<file path="config.mk">
export PLATFORM = sky130hd
export DESIGN_NAME = codec_frame_ctrl
export DESIGN_NICKNAME = d
export VERILOG_FILES = /design/src/rtl/codec_pkg.sv /design/src/rtl/codec_ref_delay.sv /design/src/rtl/codec_frame_ctrl.sv
export SDC_FILE = /design/constraint.sdc
export NUM_CORES = 1
export LEC_CHECK = 0
export ABC_AREA = 1
export CAP_MARGIN = 20
export CORE_MARGIN = 10
export CORE_UTILIZATION = 40
export DETAILED_ROUTE_END_ITERATION = 16
export SLEW_MARGIN = 20
export SYNTH_ARGS = -nofsm -noshare
export SYNTH_HDL_FRONTEND = slang
export SYNTH_SLANG_ARGS = --single-unit
</file>
<file path="constraint.sdc">
create_clock -name clk -period 2 [get_ports clk]
set_clock_uncertainty 0.15 [all_clocks]
set_input_delay 0.4 -clock clk [delete_from_list [all_inputs] [get_ports clk]]
set_output_delay 0.4 -clock clk [all_outputs]
set_load 0.02 [all_outputs]
</file>
<file path="src/rtl/codec_pkg.sv">
// codec_pkg: shared types and default sizing for the codec frame controller.
// FSM state encoding, default frame geometry and a saturating increment helper.
package codec_pkg;

   typedef enum logic [2:0] {
      ST_IDLE,
      ST_DATA,
      ST_TAIL,
      ST_DRAIN,
      ST_DONE
   } state_t;

   localparam int unsigned FRAME_LEN_DEF = 128;
   localparam int unsigned TAIL_LEN_DEF  = 6;
   localparam int unsigned DEC_DELAY_DEF = 29;

   // 16-bit counters stick at all-ones instead of wrapping
   function automatic logic [15:0] sat_inc16(input logic [15:0] v);
      return (v == 16'hFFFF) ? v : v + 16'd1;
   endfunction

endpackage

</file>
<file path="src/rtl/codec_ref_delay.sv">
// codec_ref_delay: enabled shift register holding the reference data bits.
// dout is the bit that entered DEPTH enabled cycles ago, so it lines up with
// the decoder output for the same data bit.
module codec_ref_delay #(
   parameter int unsigned DEPTH = 29
) (
   input  logic clk,
   input  logic reset,
   input  logic en,
   input  logic din,
   output logic dout
);

   logic [DEPTH-1:0] sr;

   // shift only on enabled cycles; stalls freeze the alignment with the decoder
   always_ff @(posedge clk) begin
      if (reset) begin
         sr <= '0;
      end else if (en) begin
         for (int i = DEPTH - 1; i > 0; i--) sr[i] <= sr[i-1];
         sr[0] <= din;
      end
   end

   assign dout = sr[DEPTH-1];

endmodule

</file>
<file path="src/rtl/codec_frame_ctrl.sv">
// codec_frame_ctrl: frames a bit stream through a convolutional encoder and
// Viterbi decoder pair, appends the zero tail, waits out the decoder latency
// and optionally counts decode errors against a delayed copy of the data.
// Optional feature macro: CODEC_FRAME_BER_EN (reference delay line + compare,
// err_count live). Without it err_count is tied to zero; FSM timing unchanged.
module codec_frame_ctrl
   import codec_pkg::*;
#(
   parameter int unsigned FRAME_LEN = FRAME_LEN_DEF,
   parameter int unsigned TAIL_LEN  = TAIL_LEN_DEF,
   parameter int unsigned DEC_DELAY = DEC_DELAY_DEF
) (
   input  logic        clk,
   input  logic        reset,
   input  logic        start,
   input  logic        abort,
   input  logic        src_valid,
   input  logic        src_bit,
   output logic        src_ready,
   output logic        enc_en,
   output logic        enc_bit,
   input  logic        dec_bit,
   input  logic        dec_valid,
   output logic        busy,
   output logic        frame_done,
   output logic [15:0] bit_count,
   output logic [15:0] err_count
);

   // n values on the last enabled cycle of each phase
   localparam logic [31:0] DATA_END  = 32'(FRAME_LEN - 1);
   localparam logic [31:0] TAIL_END  = 32'(FRAME_LEN + TAIL_LEN - 1);
   localparam logic [31:0] DRAIN_END = 32'(FRAME_LEN + DEC_DELAY - 1);

   // zero-length phases are skipped rather than spending a dead cycle in them
   localparam state_t AFTER_TAIL = (DEC_DELAY > TAIL_LEN) ? ST_DRAIN : ST_DONE;
   localparam state_t AFTER_DATA = (TAIL_LEN > 0) ? ST_TAIL : AFTER_TAIL;

   state_t      state, state_nxt;
   logic [31:0] n;           // enabled-cycle index within the frame
   logic        advance;     // an enabled cycle that is not being aborted

   // state register
   always_ff @(posedge clk) begin
      if (reset) state <= ST_IDLE;
      else       state <= state_nxt;
   end

   // next state and combinational datapath controls
   always_comb begin
      state_nxt  = state;
      src_ready  = 1'b0;
      enc_en     = 1'b0;
      enc_bit    = 1'b0;
      busy       = (state != ST_IDLE);
      frame_done = 1'b0;
      case (state)
         ST_IDLE: begin
            if (start) state_nxt = ST_DATA;
         end
         ST_DATA: begin
            src_ready = 1'b1;
            enc_en    = src_valid;
            enc_bit   = src_bit;
            if (src_valid && n == DATA_END) state_nxt = AFTER_DATA;
         end
         ST_TAIL: begin
            enc_en = 1'b1;
            if (n == TAIL_END) state_nxt = AFTER_TAIL;
         end
         ST_DRAIN: begin
            enc_en = 1'b1;
            if (n == DRAIN_END) state_nxt = ST_DONE;
         end
         ST_DONE: begin
            frame_done = 1'b1;
            state_nxt  = ST_IDLE;
         end
         default: state_nxt = ST_IDLE;
      endcase
      // abort beats everything else, including a start arriving the same cycle
      if (abort && state != ST_IDLE) state_nxt = ST_IDLE;
   end

   // an aborted cycle leaves every counter where it was
   assign advance = enc_en && !abort;

   // frame position and accepted-bit counter
   always_ff @(posedge clk) begin
      if (reset) begin
         n         <= '0;
         bit_count <= '0;
      end else if (state == ST_IDLE && start) begin
         n         <= '0;
         bit_count <= '0;
      end else if (advance) begin
         n <= n + 32'd1;
         if (state == ST_DATA) bit_count <= sat_inc16(bit_count);
      end
   end

`ifdef CODEC_FRAME_BER_EN
   logic ref_bit;
   logic slot;

   codec_ref_delay #(.DEPTH(DEC_DELAY)) u_ref_delay (
      .clk   (clk),
      .reset (reset),
      .en    (enc_en),
      .din   (enc_bit),
      .dout  (ref_bit)
   );

   // a slot is an enabled cycle whose decoder output belongs to a data bit
   assign slot = advance && (n >= 32'(DEC_DELAY)) && (n < 32'(FRAME_LEN + DEC_DELAY));

   // error counter: wrong bit or missing decode_valid both count
   always_ff @(posedge clk) begin
      if (reset) begin
         err_count <= '0;
      end else if (state == ST_IDLE && start) begin
         err_count <= '0;
      end else if (slot && (!dec_valid || dec_bit != ref_bit)) begin
         err_count <= sat_inc16(err_count);
      end
   end
`else
   logic unused_dec;

   assign unused_dec = &{1'b0, dec_bit, dec_valid};
   assign err_count  = '0;
`endif

endmodule

</file>
# Word-level counts from Yosys, hierarchy flattened
# Index checks and enable logic that the tools add are counted.
[totals]
register_bits = 51
latch_bits = 0
ram_bits = 0
romBits = 0
output_inout_bits = 37
word_cells = 39
memories = 0
[classes]
addsub = 2
multipliers = 0
div_mod_pow = 0
order_cmp = 0
eq_ne = 12
shift = 0
muxes = 9
n_bitwise = 1
n_reduce_logical = 12
[ops]
columns = ["operator", "count"]
rows = [
  ["32-bit by 8-bit equality test with 1-bit output (second input constant)", 2],
  ["32-bit by 1-bit adder with 32-bit output (second input constant)", 1],
  ["32-bit by 7-bit equality test with 1-bit output (second input constant)", 1],
  ["16-bit by 1-bit adder with 16-bit output (second input constant)", 1],
  ["16-bit equality test (second input constant)", 1],
  ["3-bit two-way mux", 4],
  ["3-bit one-hot mux with 4 select lines", 1],
  ["2-bit != test (second input constant)", 4],
  ["3-bit by 2-bit equality test with 1-bit output (second input constant)", 2],
  ["2-bit OR reduction", 3],
  ["1-bit logical AND", 4],
  ["4-bit AND reduction", 1],
  ["3-bit by 1-bit equality test with 1-bit output (second input constant)", 1],
  ["3-bit equality test (second input constant)", 1],
  ["3-bit logical NOT", 1],
  ["1-bit two-way mux", 3],
  ["3-bit AND reduction", 1],
  ["3-bit nonzero test", 1],
  ["1-bit one-hot mux with 2 select lines", 1],
  ["1-bit logical NOT", 1],
  ["1-bit NOT", 1],
]

# Logic depth before layout (Yosys ltp)
# Gate-level depths: netlist of run 1.
[depth]
word_depth = 5
ltp_mapped = 12
mapped_depth_nobuf = 12

# Worst setup path before layout of run 1
# OpenSTA, ideal clock, no wires.
[synth_timing]
kind = "register to register"
startpoint = "reg bit_count[0]"
endpoint = "reg bit_count[1]"
t_arrival_ps = 1688
required_time_ps = 1734
setup_slack_ps = 46
stages_incl_launch_ff = 10
path_buffers = 1
cell_sequence = "dfxtp_1 > ha_1 > nand2_2 > nor3_4 > nand3b_2 > nor2_1 > nor2_4 > buf_6 > nor2_1 > nor2_1"
[synth_between]
elab_chain_len = 3
word_cells_on_any_way = 4
[synth_lines]
columns = ["item", "line", "rtl"]
rows = [
  ["start, declared", "codec_frame_ctrl.sv:26", "output logic [15:0] bit_count,"],
  ["start signal, assigned", "codec_frame_ctrl.sv:98", "if (state == ST_DATA) bit_count <= sat_inc16(bit_count);"],
  ["branches (longest 3 deep; another with 16-bit by 1-bit adder with 16-bit output)", "n/a", ""],
]
# Several ways; the timed one is not identified.
# A chain may end at the register's enable or synchronous reset.

# Worst setup path after layout of run 1
[layout_timing]
startpoint = "reg bit_count[11]"
endpoint = "out bit_count[11]"
# No word-level cell between the ends.

==> results of run 1 <==
==> power breakdown <==
group / leakage [µW] / switching, µW / internal (µW)
registers: 0.000412 / 28.7 / 1040
clock network: 0.0000484 / 365 / 285
logic: 0.00110 / 433 / 238
total: 0.00156 / 827 / 1560
==> layer usage <==
metal | up-vias | routed length, µm | GRT usage
li1 | 1833 | - | -
met1 | 1561 | 4244 | 0.1771
met2 | 70 | 4011 | 0.2269
met3 | 8 | 481 | 0.03328
met4 | 0 | 91 | 0.03046
met5 | - | 0 | 0
==> synth_stat cells <==
library cell | instances | area (µm²)
a21oi_1 | 35 | 175.2
a21oi_2 | 2 | 17.52
a21oi_4 | 1 | 16.27
a31oi_1 | 1 | 6.260
and2_1 | 1 | 6.260
buf_1 | 1 | 3.750
buf_2 | 5 | 25.02
buf_4 | 16 | 120.1
buf_6 | 2 | 22.52
clkbuf_1 | 1 | 3.750
conb_1 | 1 | 3.750
dfxtp_1 | 51 | 1021
ha_1 | 4 | 50.05
inv_1 | 46 | 172.7
inv_2 | 4 | 15.01
nand2_1 | 186 | 698.2
nand2_2 | 2 | 12.51
nand3_1 | 26 | 130.1
nand3b_1 | 7 | 52.55
nand3b_2 | 1 | 11.26
nand4_1 | 13 | 81.33
nand4_2 | 1 | 12.51
nor2_1 | 111 | 416.7
nor2_4 | 2 | 22.52
nor3_1 | 7 | 35.03
nor3_2 | 1 | 10.01
nor3_4 | 1 | 16.27
nor3b_1 | 2 | 15.01
o21ai_0 | 9 | 45.04
o21ai_1 | 3 | 15.01
o21ai_2 | 1 | 8.760
o21ai_4 | 1 | 16.27
xnor2_1 | 3 | 26.28
xor2_1 | 11 | 96.34
==> through the flow <==
| stage | util | std cells | instance area (µm²) |
|---|---|---|---|
| final | 0.4850 | 715 | 3985 |
| after floorplan | - | 574 | 3437 |
| after CTS | 0.4815 | 713 | 3956 |
| after detailed placement | 0.4705 | 705 | 3866 |
| after global placement | 0.4705 | 705 | 3866 |
| after global routing | 0.4850 | 715 | 3985 |
==> kinds of logic (layout without fill, tap and decap cells) <==
logic type | count (synthesis) | in the layout
flip-flops | 51 | 51
other | 1 | 16
buffers and inverters | 75 | 111
AO/OA/AOI/OAI | 53 | 53
adder cells (fa/ha/maj) | 4 | 4
AND/OR/NAND/NOR | 361 | 361
XOR/XNOR | 14 | 14
==> placed cells by master, fill, tap and decap left out, types with 4 or more instances in the layout <==
master	count
xor2_1	11
dfxtp_1	50
o21ai_0	8
nand3b_1	7
nand2_1	185
inv_2	4
nand4_1	13
a21oi_1	35
inv_1	46
clkdlybuf4s50_1	17
nand3_1	26
nor3_1	7
buf_4	24
nor2_1	109
o21ai_1	4
conb_1	16
clkbuf_8	6
==> worst max-delay path by stage <==
stage,slack (ns),startpoint,cells after the start,end
final,0.07,bit_count[11],1,bit_count[11]
after detailed placement,-0.30,src_valid,4,enc_en
after global placement,-0.26,src_valid,4,enc_en
after floorplan,0.05,bit_count[0],9,bit_count[1]
after CTS,0.02,state[0],5,busy
after global routing,-0.03,src_valid,9,bit_count[12]
==> sequential cells by signal (all words and copies together) (netlist names) <==
signal,flops
bit_count,16
n,32
state,3
==> layout make-up <==
cell class,count,area [µm²],area share
clock inverter,1,8.758,0.002198
tap,105,131.4,0.03297
timing repair buffer,53,485.5,0.1218
clock buffer,7,86.33,0.02166
multi-input combinational,448,2063,0.5177
sequential,51,1022,0.2565
inverter,50,187.7,0.04710
==> what timing repair did <==
item / CTS / global route
pin swaps: 0 / 3
gates resized for setup: 8 / 16
gates cloned: 0 / 0
setup buffers: 0 / 2
endpoints found under the setup margin: 6 / 26
==> metrics.txt, run 1 <==
multiplexer share of the synthesized area 0; first-pass GRT wire length about 15 mm; largest net degree at the start of global routing 26; FF-to-FF End state[0]; Synth Area in XOR/XNOR 0.03627; DP Wirelength 6.719 mm; P per Cell Area ~600 nW/µm²; Initial Util 0.4115; clk_lat worst skew between 0.3 and 0.4 ns; GP Congestion between 0.8 and 0.9; RSZ-0062 raised after global routing yes; DRT antenna net count 0; distinct cell type count after synthesis 34; startpoint types flip-flop; Setup CP Type reg -> out; Synth Area in Simple Gates 0.4497; CTS Buf Count 5; area delta synth->final 17.88%; CP Cell Sequence clkdlybuf4s50_1; CP Data Arrival Time roughly 1.4 ns; Crit. End Element output port; hold_sp n[28]; cell count after synthesis between 500 and 600; sum of buffers and inverters on the critical path 1; Adder-Cell Fraction of Synth Area 0.01480; Max FO, Critical Path 5; period utilization 0.9664; Total Wirelength roughly 9 mm; setup TNS 0 ns; Leak about 0.0016 µW; R2R Path Start n[0]; Syn Std Cell Area between 3000 and 4000 µm²; Slew Limit Fails 0; Yosys reg bits a little over 50; worst vdd ir approximately 0.25 mV; DIE AREA between 10000 and 15000 µm²; synth warn 0; Hold WS between 0.3 and 0.4 ns; via count 3472; CTS tree done; gr usage total 0.1376; max incr delay on CP roughly 0.64 ns; max cap viols 0; largest family of logic cells by synthesized area simple AND/OR/NAND/NOR gates; WHS Endpoint n[28]; Total Power about 2400 µW; pre-CTS setup slack -0.2972 ns; 1st-iter DRT viols approximately 200; Crit-path slowest cell clkdlybuf4s50_1; clock root buffer clkbuf_8; initial antenna violation count 0; antenna diode count 0; htree depth 2; compound-gate portion of the synthesized area 0.08882; Core Rows 33; CTS sink count 51; Reg clk slew, reported paths ~0.10 ns; Die Y between 100 and 150 µm; post-synthesis sequential area ratio 0.3020; fill cell count 889; hold path cells 2; PortBufs 26; WL/cell between 10 and 15 µm; Largest delay share family, worst path buffers and inverters; r2r setup slk roughly 0.19 ns; Hold Fails Final Rpt 0; critical path required time 1.45 ns; Die W 111.9 µm; Pre-antenna DRT Iters 4; hold_buf cts 0; Synth Area per Inst 6.048 µm²; min cycle time layout 1.933 ns; drc violations 0; Core Area between 8000 and 9000 µm²; worst min path class reg -> reg; GR Overflow Total 0; vias in the first global route between 3000 and 4000; I/O pin cnt 45; clk buf depth 2; final setup vio count 0; Vias/cell roughly 5; status finished, final reports clean; setup ws final just under 0.07 ns; nets just over 600; layout cells sized above 1 0.09836; Max Fclk approximately 0.52 GHz; r2r worst-path depth 9
No activity file was read; power rests on OpenSTA's default activity.
==> run 2: changes to the inputs <==
GPL_ROUTABILITY_DRIVEN = 1   (was not set)
==> results of run 2 <==
The final DEF is identical to that of run 1; final timing and power are the same.
